File: config.mk
export PLATFORM = sky130hd
export DESIGN_NAME = mem_bus_delay_line_flat
export DESIGN_NICKNAME = d
export VERILOG_FILES = /design/src/rtl/mem_bus_delay_pkg.sv /design/src/rtl/mem_bus_delay_line_if.sv /design/src/rtl/mem_bus_delay_stage.sv /design/src/rtl/mem_bus_delay_line.sv /design/src/flat_wrapper.sv
export SDC_FILE = /design/constraint.sdc
export NUM_CORES = 1
export LEC_CHECK = 0
export BUFFER_PORTS_ARGS = -buffer_cell sky130_fd_sc_hd__buf_2
export CAP_MARGIN = 20
export CORE_UTILIZATION = 55
export CTS_CLUSTER_SIZE = 30
export DETAILED_ROUTE_END_ITERATION = 10
export GPL_TIMING_DRIVEN = 0
export PLACE_DENSITY = 0.81
export SETUP_SLACK_MARGIN = 0.05
export SYNTH_ARGS = -nofsm -noshare
export SYNTH_HDL_FRONTEND = slang
export SYNTH_HIERARCHICAL = 1
export SYNTH_SLANG_ARGS = --single-unit
File: constraint.sdc
create_clock -name clk -period 2.22 [get_ports clk]
set_input_delay 0.333 -clock clk [delete_from_list [all_inputs] [get_ports clk]]
set_output_delay 0.333 -clock clk [all_outputs]
set_load 0.1 [all_outputs]
File: src/rtl/mem_bus_delay_pkg.sv
// Shared types, defaults and delay clamping for the memory request delay line.
package mem_bus_delay_pkg;

  localparam int DEF_ADDR_W        = 8;
  localparam int DEF_DATA_W        = 32;
  localparam int DEF_MAX_DELAY     = 8;
  localparam int DEF_DEFAULT_DELAY = 4;

  localparam int CTRL_W = 3;

  typedef struct packed {
    logic ce;
    logic rw;
    logic clr;
  } ctrl_t;

  // A delay of zero would bypass the line entirely, so it is raised to one.
  function automatic int unsigned clamp_dly(input int unsigned v, input int unsigned max_d);
    if (v == 0) return 1;
    if (v > max_d) return max_d;
    return v;
  endfunction

endpackage

File: src/rtl/mem_bus_delay_line_if.sv
// Request/response bundle between the request stage and the RAM model.
interface mem_bus_delay_line_if #(
  parameter int ADDR_W = 8,
  parameter int DATA_W = 32,
  parameter int DLY_W  = 4
);
  logic [ADDR_W-1:0] mar_i;
  logic [DATA_W-1:0] data_i;
  logic              ce_i;
  logic              rw_i;
  logic              clr_i;
  logic              in_valid_i;
  logic              stall_i;
  logic              flush_i;
  logic              dly_load_i;
  logic [DLY_W-1:0]  dly_i;
  logic [ADDR_W-1:0] mar_o;
  logic [DATA_W-1:0] data_o;
  logic              ce_o;
  logic              rw_o;
  logic              clr_o;
  logic              out_valid_o;
  logic              busy_o;
  logic [DLY_W-1:0]  dly_o;
  logic              dly_err_o;

  modport master (
    output mar_i, data_i, ce_i, rw_i, clr_i, in_valid_i, stall_i, flush_i, dly_load_i, dly_i,
    input  mar_o, data_o, ce_o, rw_o, clr_o, out_valid_o, busy_o, dly_o, dly_err_o
  );

  modport slave (
    input  mar_i, data_i, ce_i, rw_i, clr_i, in_valid_i, stall_i, flush_i, dly_load_i, dly_i,
    output mar_o, data_o, ce_o, rw_o, clr_o, out_valid_o, busy_o, dly_o, dly_err_o
  );
endinterface

File: src/rtl/mem_bus_delay_stage.sv
// One delay-line position: payload plus valid, held on stall, emptied on flush.
module mem_bus_delay_stage #(
  parameter int W = 1
) (
  input  logic         clk,
  input  logic         rst_n,
  input  logic         stall_i,
  input  logic         flush_i,
  input  logic         valid_i,
  input  logic [W-1:0] payload_i,
  output logic         valid_o,
  output logic [W-1:0] payload_o
);
  logic         valid_q, valid_d;
  logic [W-1:0] payload_q, payload_d;

  always_comb begin
    valid_d   = valid_q;
    payload_d = payload_q;
    if (flush_i) begin
      valid_d = 1'b0;
    end else if (!stall_i) begin
      valid_d   = valid_i;
      payload_d = payload_i;
    end
  end

  always_ff @(negedge clk) begin
    if (!rst_n) begin
      valid_q   <= 1'b0;
      payload_q <= '0;
    end else begin
      valid_q   <= valid_d;
      payload_q <= payload_d;
    end
  end

  assign valid_o   = valid_q;
  assign payload_o = payload_q;
endmodule

File: src/rtl/mem_bus_delay_line.sv
// Runtime-programmable delay line for memory requests with stall, flush and bubble-safe outputs.
module mem_bus_delay_line
  import mem_bus_delay_pkg::*;
#(
  parameter int ADDR_W        = DEF_ADDR_W,
  parameter int DATA_W        = DEF_DATA_W,
  parameter int MAX_DELAY     = DEF_MAX_DELAY,
  parameter int DEFAULT_DELAY = DEF_DEFAULT_DELAY,
  parameter int DLY_W         = $clog2(MAX_DELAY + 1)
) (
  input  logic                 clk,
  input  logic                 rst_n,
  mem_bus_delay_line_if.slave  bus
);
  localparam int PW = CTRL_W + ADDR_W + DATA_W;

  logic [MAX_DELAY-1:0] stg_vld_in, stg_vld;
  logic [PW-1:0]        stg_pay_in [MAX_DELAY];
  logic [PW-1:0]        stg_pay    [MAX_DELAY];

  logic                 tap_vld;
  logic [PW-1:0]        tap_pay;
  logic                 busy;
  logic                 load_ok, load_rej;

  logic                 out_vld_q, out_vld_d;
  logic [ADDR_W-1:0]    mar_q, mar_d;
  logic [DATA_W-1:0]    data_q, data_d;
  ctrl_t                ctrl_q, ctrl_d;
  logic [DLY_W-1:0]     dly_q, dly_d;
  logic                 err_q, err_d;

  // Positions at or beyond the active delay never receive a valid entry, so
  // busy reflects only requests that are still on their way to the output.
  always_comb begin
    stg_vld_in[0] = bus.in_valid_i;
    stg_pay_in[0] = {ctrl_t'({bus.ce_i, bus.rw_i, bus.clr_i}), bus.mar_i, bus.data_i};
    for (int i = 1; i < MAX_DELAY; i++) begin
      stg_vld_in[i] = stg_vld[i-1] && (DLY_W'(i) < dly_q);
      stg_pay_in[i] = stg_pay[i-1];
    end
  end

  for (genvar g = 0; g < MAX_DELAY; g++) begin : g_stage
    mem_bus_delay_stage #(.W(PW)) u_stage (
      .clk       (clk),
      .rst_n     (rst_n),
      .stall_i   (bus.stall_i),
      .flush_i   (bus.flush_i),
      .valid_i   (stg_vld_in[g]),
      .payload_i (stg_pay_in[g]),
      .valid_o   (stg_vld[g]),
      .payload_o (stg_pay[g])
    );
  end

  always_comb begin
    tap_vld = 1'b0;
    tap_pay = '0;
    for (int i = 0; i < MAX_DELAY; i++) begin
      if (dly_q == DLY_W'(i + 1)) begin
        tap_vld = stg_vld[i];
        tap_pay = stg_pay[i];
      end
    end
  end

  assign busy     = |stg_vld;
  assign load_ok  = bus.dly_load_i && (bus.flush_i || (!bus.stall_i && !busy && !out_vld_q));
  assign load_rej = bus.dly_load_i && !bus.flush_i && !bus.stall_i && (busy || out_vld_q);

  always_comb begin
    out_vld_d = out_vld_q;
    mar_d     = mar_q;
    data_d    = data_q;
    ctrl_d    = ctrl_q;
    dly_d     = load_ok ? DLY_W'(clamp_dly(32'(bus.dly_i), MAX_DELAY)) : dly_q;
    err_d     = load_rej;
    if (bus.flush_i) begin
      out_vld_d = 1'b0;
      ctrl_d    = '0;
    end else if (!bus.stall_i) begin
      out_vld_d = tap_vld;
      if (tap_vld) begin
        ctrl_d = ctrl_t'(tap_pay[PW-1 -: CTRL_W]);
        mar_d  = tap_pay[DATA_W +: ADDR_W];
        data_d = tap_pay[DATA_W-1:0];
      end else begin
        ctrl_d = '0;
      end
    end
  end

  always_ff @(negedge clk) begin
    if (!rst_n) begin
      out_vld_q <= 1'b0;
      mar_q     <= '0;
      data_q    <= '0;
      ctrl_q    <= '0;
      dly_q     <= DLY_W'(DEFAULT_DELAY);
      err_q     <= 1'b0;
    end else begin
      out_vld_q <= out_vld_d;
      mar_q     <= mar_d;
      data_q    <= data_d;
      ctrl_q    <= ctrl_d;
      dly_q     <= dly_d;
      err_q     <= err_d;
    end
  end

  assign bus.mar_o       = mar_q;
  assign bus.data_o      = data_q;
  assign bus.ce_o        = out_vld_q & ctrl_q.ce;
  assign bus.rw_o        = out_vld_q & ctrl_q.rw;
  assign bus.clr_o       = out_vld_q & ctrl_q.clr;
  assign bus.out_valid_o = out_vld_q;
  assign bus.busy_o      = busy;
  assign bus.dly_o       = dly_q;
  assign bus.dly_err_o   = err_q;
endmodule

File: src/flat_wrapper.sv
// flat-port wrapper written by rule: the top's interface ports become plain ports
module mem_bus_delay_line_flat import mem_bus_delay_pkg::*;
#(
  parameter int ADDR_W        = DEF_ADDR_W,
  parameter int DATA_W        = DEF_DATA_W,
  parameter int MAX_DELAY     = DEF_MAX_DELAY,
  parameter int DEFAULT_DELAY = DEF_DEFAULT_DELAY,
  parameter int DLY_W         = $clog2(MAX_DELAY + 1)
)
  (clk, rst_n, bus_mar_i, bus_data_i, bus_ce_i, bus_rw_i, bus_clr_i, bus_in_valid_i, bus_stall_i, bus_flush_i, bus_dly_load_i, bus_dly_i, bus_mar_o, bus_data_o, bus_ce_o, bus_rw_o, bus_clr_o, bus_out_valid_o, bus_busy_o, bus_dly_o, bus_dly_err_o);
  mem_bus_delay_line_if #(.ADDR_W(ADDR_W), .DATA_W(DATA_W), .DLY_W(DLY_W)) bus_i ();
  input  logic clk;
  input  logic rst_n;
  input wire logic [$bits(bus_i.mar_i)-1:0] bus_mar_i;
  input wire logic [$bits(bus_i.data_i)-1:0] bus_data_i;
  input wire logic [$bits(bus_i.ce_i)-1:0] bus_ce_i;
  input wire logic [$bits(bus_i.rw_i)-1:0] bus_rw_i;
  input wire logic [$bits(bus_i.clr_i)-1:0] bus_clr_i;
  input wire logic [$bits(bus_i.in_valid_i)-1:0] bus_in_valid_i;
  input wire logic [$bits(bus_i.stall_i)-1:0] bus_stall_i;
  input wire logic [$bits(bus_i.flush_i)-1:0] bus_flush_i;
  input wire logic [$bits(bus_i.dly_load_i)-1:0] bus_dly_load_i;
  input wire logic [$bits(bus_i.dly_i)-1:0] bus_dly_i;
  output wire logic [$bits(bus_i.mar_o)-1:0] bus_mar_o;
  output wire logic [$bits(bus_i.data_o)-1:0] bus_data_o;
  output wire logic [$bits(bus_i.ce_o)-1:0] bus_ce_o;
  output wire logic [$bits(bus_i.rw_o)-1:0] bus_rw_o;
  output wire logic [$bits(bus_i.clr_o)-1:0] bus_clr_o;
  output wire logic [$bits(bus_i.out_valid_o)-1:0] bus_out_valid_o;
  output wire logic [$bits(bus_i.busy_o)-1:0] bus_busy_o;
  output wire logic [$bits(bus_i.dly_o)-1:0] bus_dly_o;
  output wire logic [$bits(bus_i.dly_err_o)-1:0] bus_dly_err_o;
  assign bus_i.mar_i = bus_mar_i;
  assign bus_i.data_i = bus_data_i;
  assign bus_i.ce_i = bus_ce_i;
  assign bus_i.rw_i = bus_rw_i;
  assign bus_i.clr_i = bus_clr_i;
  assign bus_i.in_valid_i = bus_in_valid_i;
  assign bus_i.stall_i = bus_stall_i;
  assign bus_i.flush_i = bus_flush_i;
  assign bus_i.dly_load_i = bus_dly_load_i;
  assign bus_i.dly_i = bus_dly_i;
  assign bus_mar_o = bus_i.mar_o;
  assign bus_data_o = bus_i.data_o;
  assign bus_ce_o = bus_i.ce_o;
  assign bus_rw_o = bus_i.rw_o;
  assign bus_clr_o = bus_i.clr_o;
  assign bus_out_valid_o = bus_i.out_valid_o;
  assign bus_busy_o = bus_i.busy_o;
  assign bus_dly_o = bus_i.dly_o;
  assign bus_dly_err_o = bus_i.dly_err_o;
  mem_bus_delay_line #(.ADDR_W(ADDR_W), .DATA_W(DATA_W), .MAX_DELAY(MAX_DELAY), .DEFAULT_DELAY(DEFAULT_DELAY), .DLY_W(DLY_W)) u_core (.clk(clk), .rst_n(rst_n), .bus(bus_i));
endmodule
==> summary.md, run 1 <==
* **P&R area growth vs syn** 39.3%
* **final antenna diode count** 0
* **post-DP HPWL** 47700 µm
* **Total Nets Final** 2875
* **mean routed wirelength per cell** 22.9 µm
* **total of max-cap violations** 0
* **met1 routed wirelength after detailed routing** 27800 µm
* **mean cell area of the mapped netlist** 8.91 µm²
* **synthesis-stage register bit count** 401
* **normalized max-slew margin** 43.7%
* **Gate power share** 12.0%
* **switching share of total power** 33.8%
* **buffer depth of the longest clock path** 3
* **area enclosed by the die boundary** 0.0367 mm²
* **total vias in the final route** 21.5k
* **number of global-route vias before repair** 20.4k
* **pin count of the biggest net entering global routing** 15
* **register share of total power** 35.9%
* **worst reg2reg path depth** 8
* **startpoint kind of the worst setup timing path** flop
* **most common library cell in the layout ignoring fill and taps** sky130_fd_sc_hd__inv_1
* **met2 wirelength from detailed routing** 35500 µm
* **DIE HEIGHT** 192 µm
* **ys async rst share** 0%
* **input/output buffers** 102
* **leakage power** 10.8 nW
* **clock-pin slew of the registers on the worst-case setup and hold paths** 0.05 ns
* **net load switching power** 0.00701 W
* **cell type with the largest total area after synthesis** sky130_fd_sc_hd__dfxtp_1
* **residual antenna-violating net count after detailed routing** 0
* **final-layout fill cell count** 2132
* **TritonCTS clock tree** yes
* **Core Rows** 69
* **total DRC errors in the routed layout** 0
* **top-level I/O count** 103
* **Max rail drop VDD** 0.728 mV
* **combinational family with the most area after synthesis** compound AO/OA/AOI/OAI gates
* **post-synthesis xor/xnor area fraction** 0%
* **number of DRC markers in iteration 0** 3255
* **endpoint class of the critical path** primary output
* **worst setup margin** -0.892 ns
* **slew of the pin with the lowest slew margin** 0.844 ns
* **cell chain of the critical path** nor4_4, buf_4, nand2_4, buf_12
* **outcome** finished with violations
* **Yosys warning total** 6
* **destination of the critical timing path** bus_busy_o
* **Max stage delay cell, worst path** sky130_fd_sc_hd__dfxtp_2
* **failing checks** setup timing
* **effective utilization at floorplan** 55.7%
* **Crit Path Category** flop to primary output
* **commonest cells after routing, fill and taps aside** 414 x sky130_fd_sc_hd__inv_1, 371 x sky130_fd_sc_hd__nand2_1, 350 x sky130_fd_sc_hd__dfxtp_1, 344 x sky130_fd_sc_hd__o211ai_1, 321 x sky130_fd_sc_hd__o21ai_2
* **number of antenna violations at the first check in global routing** 0
* **PD cells** 753 mW/mm²
* **die span in x** 192 µm
* **placed cells** 2783
* **crit path from** u_core/g_stage[3].u_stage/valid_o$_SDFFE_NP0N_
* **final worst hold slack** 0.482 ns
* **total wire length after detailed routing** 75900 µm
* **Core Footprint** 0.0355 mm²
* **Layout Utilization** 77.6%
* **post-synthesis mux area share** 1.68%
* **Seq/Total Area, Yosys** 40.6%
* **buffer type at the clock tree root** sky130_fd_sc_hd__clkbuf_16
* **topmost layer with routed signal wires** met4
* **dominant register cell in the synthesized netlist** sky130_fd_sc_hd__dfxtp_1
* **Num Clock Sinks** 401
* **CP required** 1.89 ns
* **detailed route wirelength on metal3** 8200 µm
* **class of the tightest hold or removal check** flop to flop
* **first-pass GRT wire length** 106000 µm
* **unrepaired setup endpoints after global routing** yes
* **arrival time reported for the critical path endpoint** 2.78 ns
* **net count after synthesis** 2273
* **Unique masters post-synth** 49
* **residual overflow from global routing** 0
* **post-synth design cell area** 0.0198 mm²
* **final number of setup-violating endpoints** 115
* **number of synthesized flops with an enable pin** 0
* **part of the power in the clock network** 52.1%
* **Slowest Stage Delay on Critical Path** 0.35 ns
* **final worst clock skew** 0.113 ns
* **hold violation total from the final report** 0
* **total clock buffers created by CTS** 44
* **Reg2Reg Setup Slack** -0.20 ns
* **area of the multi-input gates** 0.0117 mm²
* **gp weighted congestion** 0.967
* **post-layout instance count excluding filler cells** 3316
* **H-tree levels** 2
* **reg-to-reg critical path startpoint** u_core/bus.dly_o[0]$_SDFFE_NN0P_
* **Via-to-Cell Ratio** 6.49
* **drt first pass iters** 8
* **aggregate global-route resource usage** 36.9%
* **Worst Path Max Fanout** 4
* **Int Pwr** 0.0137 W
* **count of mapped cells out of synthesis** 2220
* **simple-gate area share of the yosys netlist** 11.6%
* **fraction of the mapped netlist area in adder cells** 0%
* **number of pins exceeding their max-slew limit in the final report** 0
* **insertion delay to the later sink of the worst-skew pair** 0.71 ns
* **fraction of post-synthesis cell area in the top cell type by area** 40.6%
* **largest cells by area after synthesis** sky130_fd_sc_hd__dfxtp_1 41%, sky130_fd_sc_hd__o21ai_2 14%, sky130_fd_sc_hd__o211ai_1 13%
* **synthesized-area fraction occupied by ao, oa, aoi and oai cells** 38.2%
* **Sequential cell area** 0.00813 mm²
* **fraction of final layout cells sized beyond drive strength 1** 34.0%
* **Reg-to-Reg End** u_core/bus.mar_o[7]$_SDFFE_NN0P_
worst max-delay path: cells and delay by family (launching register included):
family                 cells  cell delay [ns]
DFF                        1             0.35
buffers and inverters      2             0.35
and+or+nand+nor            2             0.33
worst min path at each step:
stage                                                              startpoint                                                   to  slack, ns  cells after the start
final                     u_core/g_stage[0].u_stage/payload_o[6]$_SDFFE_NN0P_  u_core/g_stage[1].u_stage/payload_o[6]$_SDFFE_NN0P_       0.48                      2
after global routing      u_core/g_stage[4].u_stage/payload_o[4]$_SDFFE_NN0P_  u_core/g_stage[5].u_stage/payload_o[4]$_SDFFE_NN0P_       0.49                      2
after CTS                 u_core/g_stage[0].u_stage/payload_o[6]$_SDFFE_NN0P_  u_core/g_stage[1].u_stage/payload_o[6]$_SDFFE_NN0P_       0.47                      2
after detailed placement  u_core/g_stage[0].u_stage/payload_o[6]$_SDFFE_NN0P_  u_core/g_stage[1].u_stage/payload_o[6]$_SDFFE_NN0P_       0.47                      2
after global placement    u_core/g_stage[0].u_stage/payload_o[6]$_SDFFE_NN0P_  u_core/g_stage[1].u_stage/payload_o[6]$_SDFFE_NN0P_       0.46                      2
after floorplan           u_core/g_stage[2].u_stage/payload_o[6]$_SDFFE_NN0P_  u_core/g_stage[3].u_stage/payload_o[6]$_SDFFE_NN0P_       0.44                      2
flip-flops by register name, indices dropped and copies added, names as in the netlist:
signal and flops:
u_core/g_stage.u_stage/payload_o 344, u_core/bus.data_o 32, u_core/bus.mar_o 8, u_core/g_stage.u_stage/valid_o 8, u_core/bus.dly_o 4, u_core/ctrl_q 3
u_core/bus.dly_err_o 1, u_core/bus.out_valid_o 1
cell families (layout without fill, tap and decap cells):
kind of cell / Yosys count / in the layout
muxes: 33 / 33
buffers and inverters: 293 / 928
AOI/OAI and AO/OA: 965 / 965
DFF: 401 / 401
and+or+nand+nor: 528 / 528
Yosys cell counts, drive strengths merged (41+ instances only):
cell    instances
o21ai         346
a21oi          48
dfxtp         401
nor2b          46
clkbuf        172
nand2         373
a222oi         43
o211ai        344
o22ai          61
buf           105
o221ai         41
layer usage:
layer / GRT usage [%] / vias up
li1: - / 9467
met1: 44.4 / 9999
met2: 59.7 / 1663
met3: 9.87 / 404
met4: 20.7 / 0
met5: 0 / -
power by group through the flow:
stage | logic [W] | registers [W] | clock network [W]
4_1_cts | 0.00215 | 0.00745 | 0.0108
2_1_floorplan | 0.00110 | 0.00770 | 0.00113
3_5_place_dp | 0.00179 | 0.00753 | 0.00113
6_report | 0.00248 | 0.00745 | 0.0108
5_1_grt | 0.00255 | 0.00744 | 0.0119
3_3_place_gp | 0.00175 | 0.00752 | 0.00113
area by class of cell:
type	instances	share of cell area [%]
Multi-Input combinational cell	1526	42.5
Timing Repair Buffer	166	6.96
Clock inverter	436	6.90
Inverter	7	0.114
Buffer	275	7.91
Clock buffer	44	4.00
Tap cell	461	2.09
Sequential cell	401	29.5
timing repair:
item / CTS / global route
hold buffers: 0 / 0
endpoints found under the setup margin: 370 / 202
buffers inserted: 31 / 25
gates resized for setup: 445 / 267
pin swaps: 58 / 88
cloned: 6 / 4
stage by stage:
step                setup slack [ns]  total power (W)  instance area (µm²)  setup TNS, ns
finish                        -0.892           0.0207                27500         -23.93
global route                  -0.912           0.0218                27500         -24.74
CTS                           -0.852           0.0204                26400         -19.68
detailed placement             -1.09           0.0104                21200        -245.92
global placement               -1.07           0.0104                21200        -233.56
floorplan                     -0.274          0.00992                20100         -11.72
(Power assumes the default switching activity.)
==> run 2: changes to the inputs <==
Settings changed: TNS_END_PERCENT from default to 1.
==> run 2 against run 1 <==
Net effect:
- the flow still finishes with violations (setup timing)
- count of clock-buffer cells in the layout increased by 1
- final cell count decreased by 1.7%
- clock skew decreased by 0.077 ns
- utilization decreased by 7.3 points
- global-route usage decreased by 2.4 points
- critical endpoint unchanged
- total power decreased by 5.2%
==> summary.md, run 2 (synthesis gave the netlist of run 1 again) <==
* **final worst clock skew** 0.0358 ns
* **cell chain of the critical path** nor4_4, buf_4, nand2_4, buf_12
* **P&R area growth vs syn** 26.2%
* **TritonCTS clock tree** yes
* **buffer type at the clock tree root** sky130_fd_sc_hd__clkbuf_16
* **PD cells** 787 mW/mm²
* **startpoint kind of the worst setup timing path** flop
* **worst setup margin** -0.894 ns
* **pin count of the biggest net entering global routing** 16
* **fraction of final layout cells sized beyond drive strength 1** 26.4%
* **Max rail drop VDD** 0.687 mV
* **class of the tightest hold or removal check** flop to flop
* **unrepaired setup endpoints after global routing** yes
* **Core Rows** 69
* **Slowest Stage Delay on Critical Path** 0.36 ns
* **gp weighted congestion** 0.998
* **endpoint class of the critical path** primary output
* **effective utilization at floorplan** 55.7%
* **number of DRC markers in iteration 0** 2690
* **Core Footprint** 0.0355 mm²
* **normalized max-slew margin** 51.6%
* **DIE HEIGHT** 192 µm
* **total vias in the final route** 20.0k
* **leakage power** 9.95 nW
* **aggregate global-route resource usage** 34.6%
* **arrival time reported for the critical path endpoint** 2.78 ns
* **Via-to-Cell Ratio** 6.14
* **top-level I/O count** 103
* **final number of setup-violating endpoints** 92
* **input/output buffers** 102
* **total clock buffers created by CTS** 44
* **die span in x** 192 µm
* **Num Clock Sinks** 401
* **CP required** 1.89 ns
* **first-pass GRT wire length** 99600 µm
* **commonest cells after routing, fill and taps aside** 415 x sky130_fd_sc_hd__inv_1, 372 x sky130_fd_sc_hd__nand2_1, 350 x sky130_fd_sc_hd__dfxtp_1, 344 x sky130_fd_sc_hd__o211ai_1, 320 x sky130_fd_sc_hd__o21ai_2
* **outcome** finished with violations
* **insertion delay to the later sink of the worst-skew pair** 0.62 ns
* **H-tree levels** 2
* **Hold Path Depth** 2
* **residual overflow from global routing** 0
* **buffer depth of the longest clock path** 3
* **clock-pin slew of the registers on the worst-case setup and hold paths** 0.06 ns
* **slew of the pin with the lowest slew margin** 0.726 ns
* **Worst Path Max Fanout** 4
* **most common library cell in the layout ignoring fill and taps** sky130_fd_sc_hd__inv_1
* **Post-Place Cell Area** 0.0209 mm²
* **total wire length after detailed routing** 65000 µm
* **Total Nets Final** 2822
* **number of global-route vias before repair** 19.3k
* **hold violation total from the final report** 0
* **drt first pass iters** 9
* **total of max-cap violations** 0
* **post-DP HPWL** 47600 µm
* **number of pins exceeding their max-slew limit in the final report** 0
* **number of flip-flops in the largest register** 344
* **final antenna diode count** 0
* **failing checks** setup timing
* **total DRC errors in the routed layout** 0
* **mean routed wirelength per cell** 19.9 µm
* **area enclosed by the die boundary** 0.0367 mm²
* **Crit Path Category** flop to primary output
* **Max stage delay cell, worst path** sky130_fd_sc_hd__dfxtp_4
* **number of antenna violations at the first check in global routing** 0
* **worst reg2reg path depth** 7
* **Layout Utilization** 70.4%
* **residual antenna-violating net count after detailed routing** 0
* **post-route design area** 0.0250 mm²
run 2: changes by cell type in the layout (fill, tap and decap cells not counted), moves of 13 or more:
cell                       change
sky130_fd_sc_hd__o22ai_2      -19
sky130_fd_sc_hd__o221ai_2     -15
sky130_fd_sc_hd__clkbuf_1     +30
sky130_fd_sc_hd__a21oi_1      +20
sky130_fd_sc_hd__mux2i_1      +13
sky130_fd_sc_hd__o221ai_1     +32
sky130_fd_sc_hd__o22ai_1      +52
sky130_fd_sc_hd__o221ai_4     -17
sky130_fd_sc_hd__o22ai_4      -33
sky130_fd_sc_hd__buf_4        -34
sky130_fd_sc_hd__buf_8        -47
sky130_fd_sc_hd__buf_2        +22
run 2: power by group:
group          total [W]  switching, W  internal (W)
registers        0.00744      0.000103       0.00734
clock network     0.0103       0.00495       0.00533
logic            0.00194       0.00136      0.000577
total             0.0197       0.00642        0.0132
run 2: path summary, 6_finish.rpt:
path,startpoint,endpoint,slack [ns]
worst min-delay path,u_core/g_stage[3].u_stage/payload_o[29]$_SDFFE_NN0P_,u_core/g_stage[4].u_stage/payload_o[29]$_SDFFE_NN0P_,0.46
worst max register to register,u_core/bus.dly_o[0]$_SDFFE_NN0P_,u_core/bus.data_o[14]$_SDFFE_NN0P_,-0.41
worst min register to register,u_core/g_stage[3].u_stage/payload_o[29]$_SDFFE_NN0P_,u_core/g_stage[4].u_stage/payload_o[29]$_SDFFE_NN0P_,0.46
worst max-delay path,u_core/g_stage[0].u_stage/valid_o$_SDFFE_NP0N_,bus_busy_o,-0.89
run 2: cell type report:
type                       count  area, µm²
buffer                       276       1630
clock inverter               431       1810
fill                        2649      10500
multi-input combinational   1526      10300
inverter                       7       31.3
clock buffer                  45       1130
tap                          461        577
timing repair buffer         112       1320
sequential                   401       8130
run 2: layer usage:
metal  global-route usage, %  wire (µm)
met3                    8.62       6190
met5                       0          0
met2                    55.8      30400
met4                    16.1       1940
met1                    43.2      26400
run 2: timing repair:
| item | in CTS | in global routing |
|---|---|---|
| gates cloned | 0 | 0 |
| hold buffers | 0 | 0 |
| pin swaps | 7 | 8 |
| resized for setup | 300 | 76 |
| endpoints found under the setup margin | 382 | 378 |
| endpoints found under the hold margin | 0 | 0 |
| buffers inserted | 4 | 6 |
run 2: worst max-delay path: cells and delay by family, from the launching register on:
family                 cells  cell delay [ns]
flip-flops                 1             0.36
AND/OR/NAND/NOR            2             0.35
buffers and inverters      2             0.37
run 2: through the flow:
stage,worst slack [ns],hold slack (ns),cells,power [W],TNS (ns)
2_1_floorplan,-0.286,0.444,2220,0.00987,-28.47
5_1_grt,-0.922,0.486,3259,0.0208,-34.06
4_1_cts,-0.854,0.457,3254,0.0198,-32.68
3_5_place_dp,-1.03,0.469,2783,0.0104,-262.54
6_report,-0.894,0.455,3259,0.0197,-29.78
3_3_place_gp,-0.986,0.461,2783,0.0103,-252.39
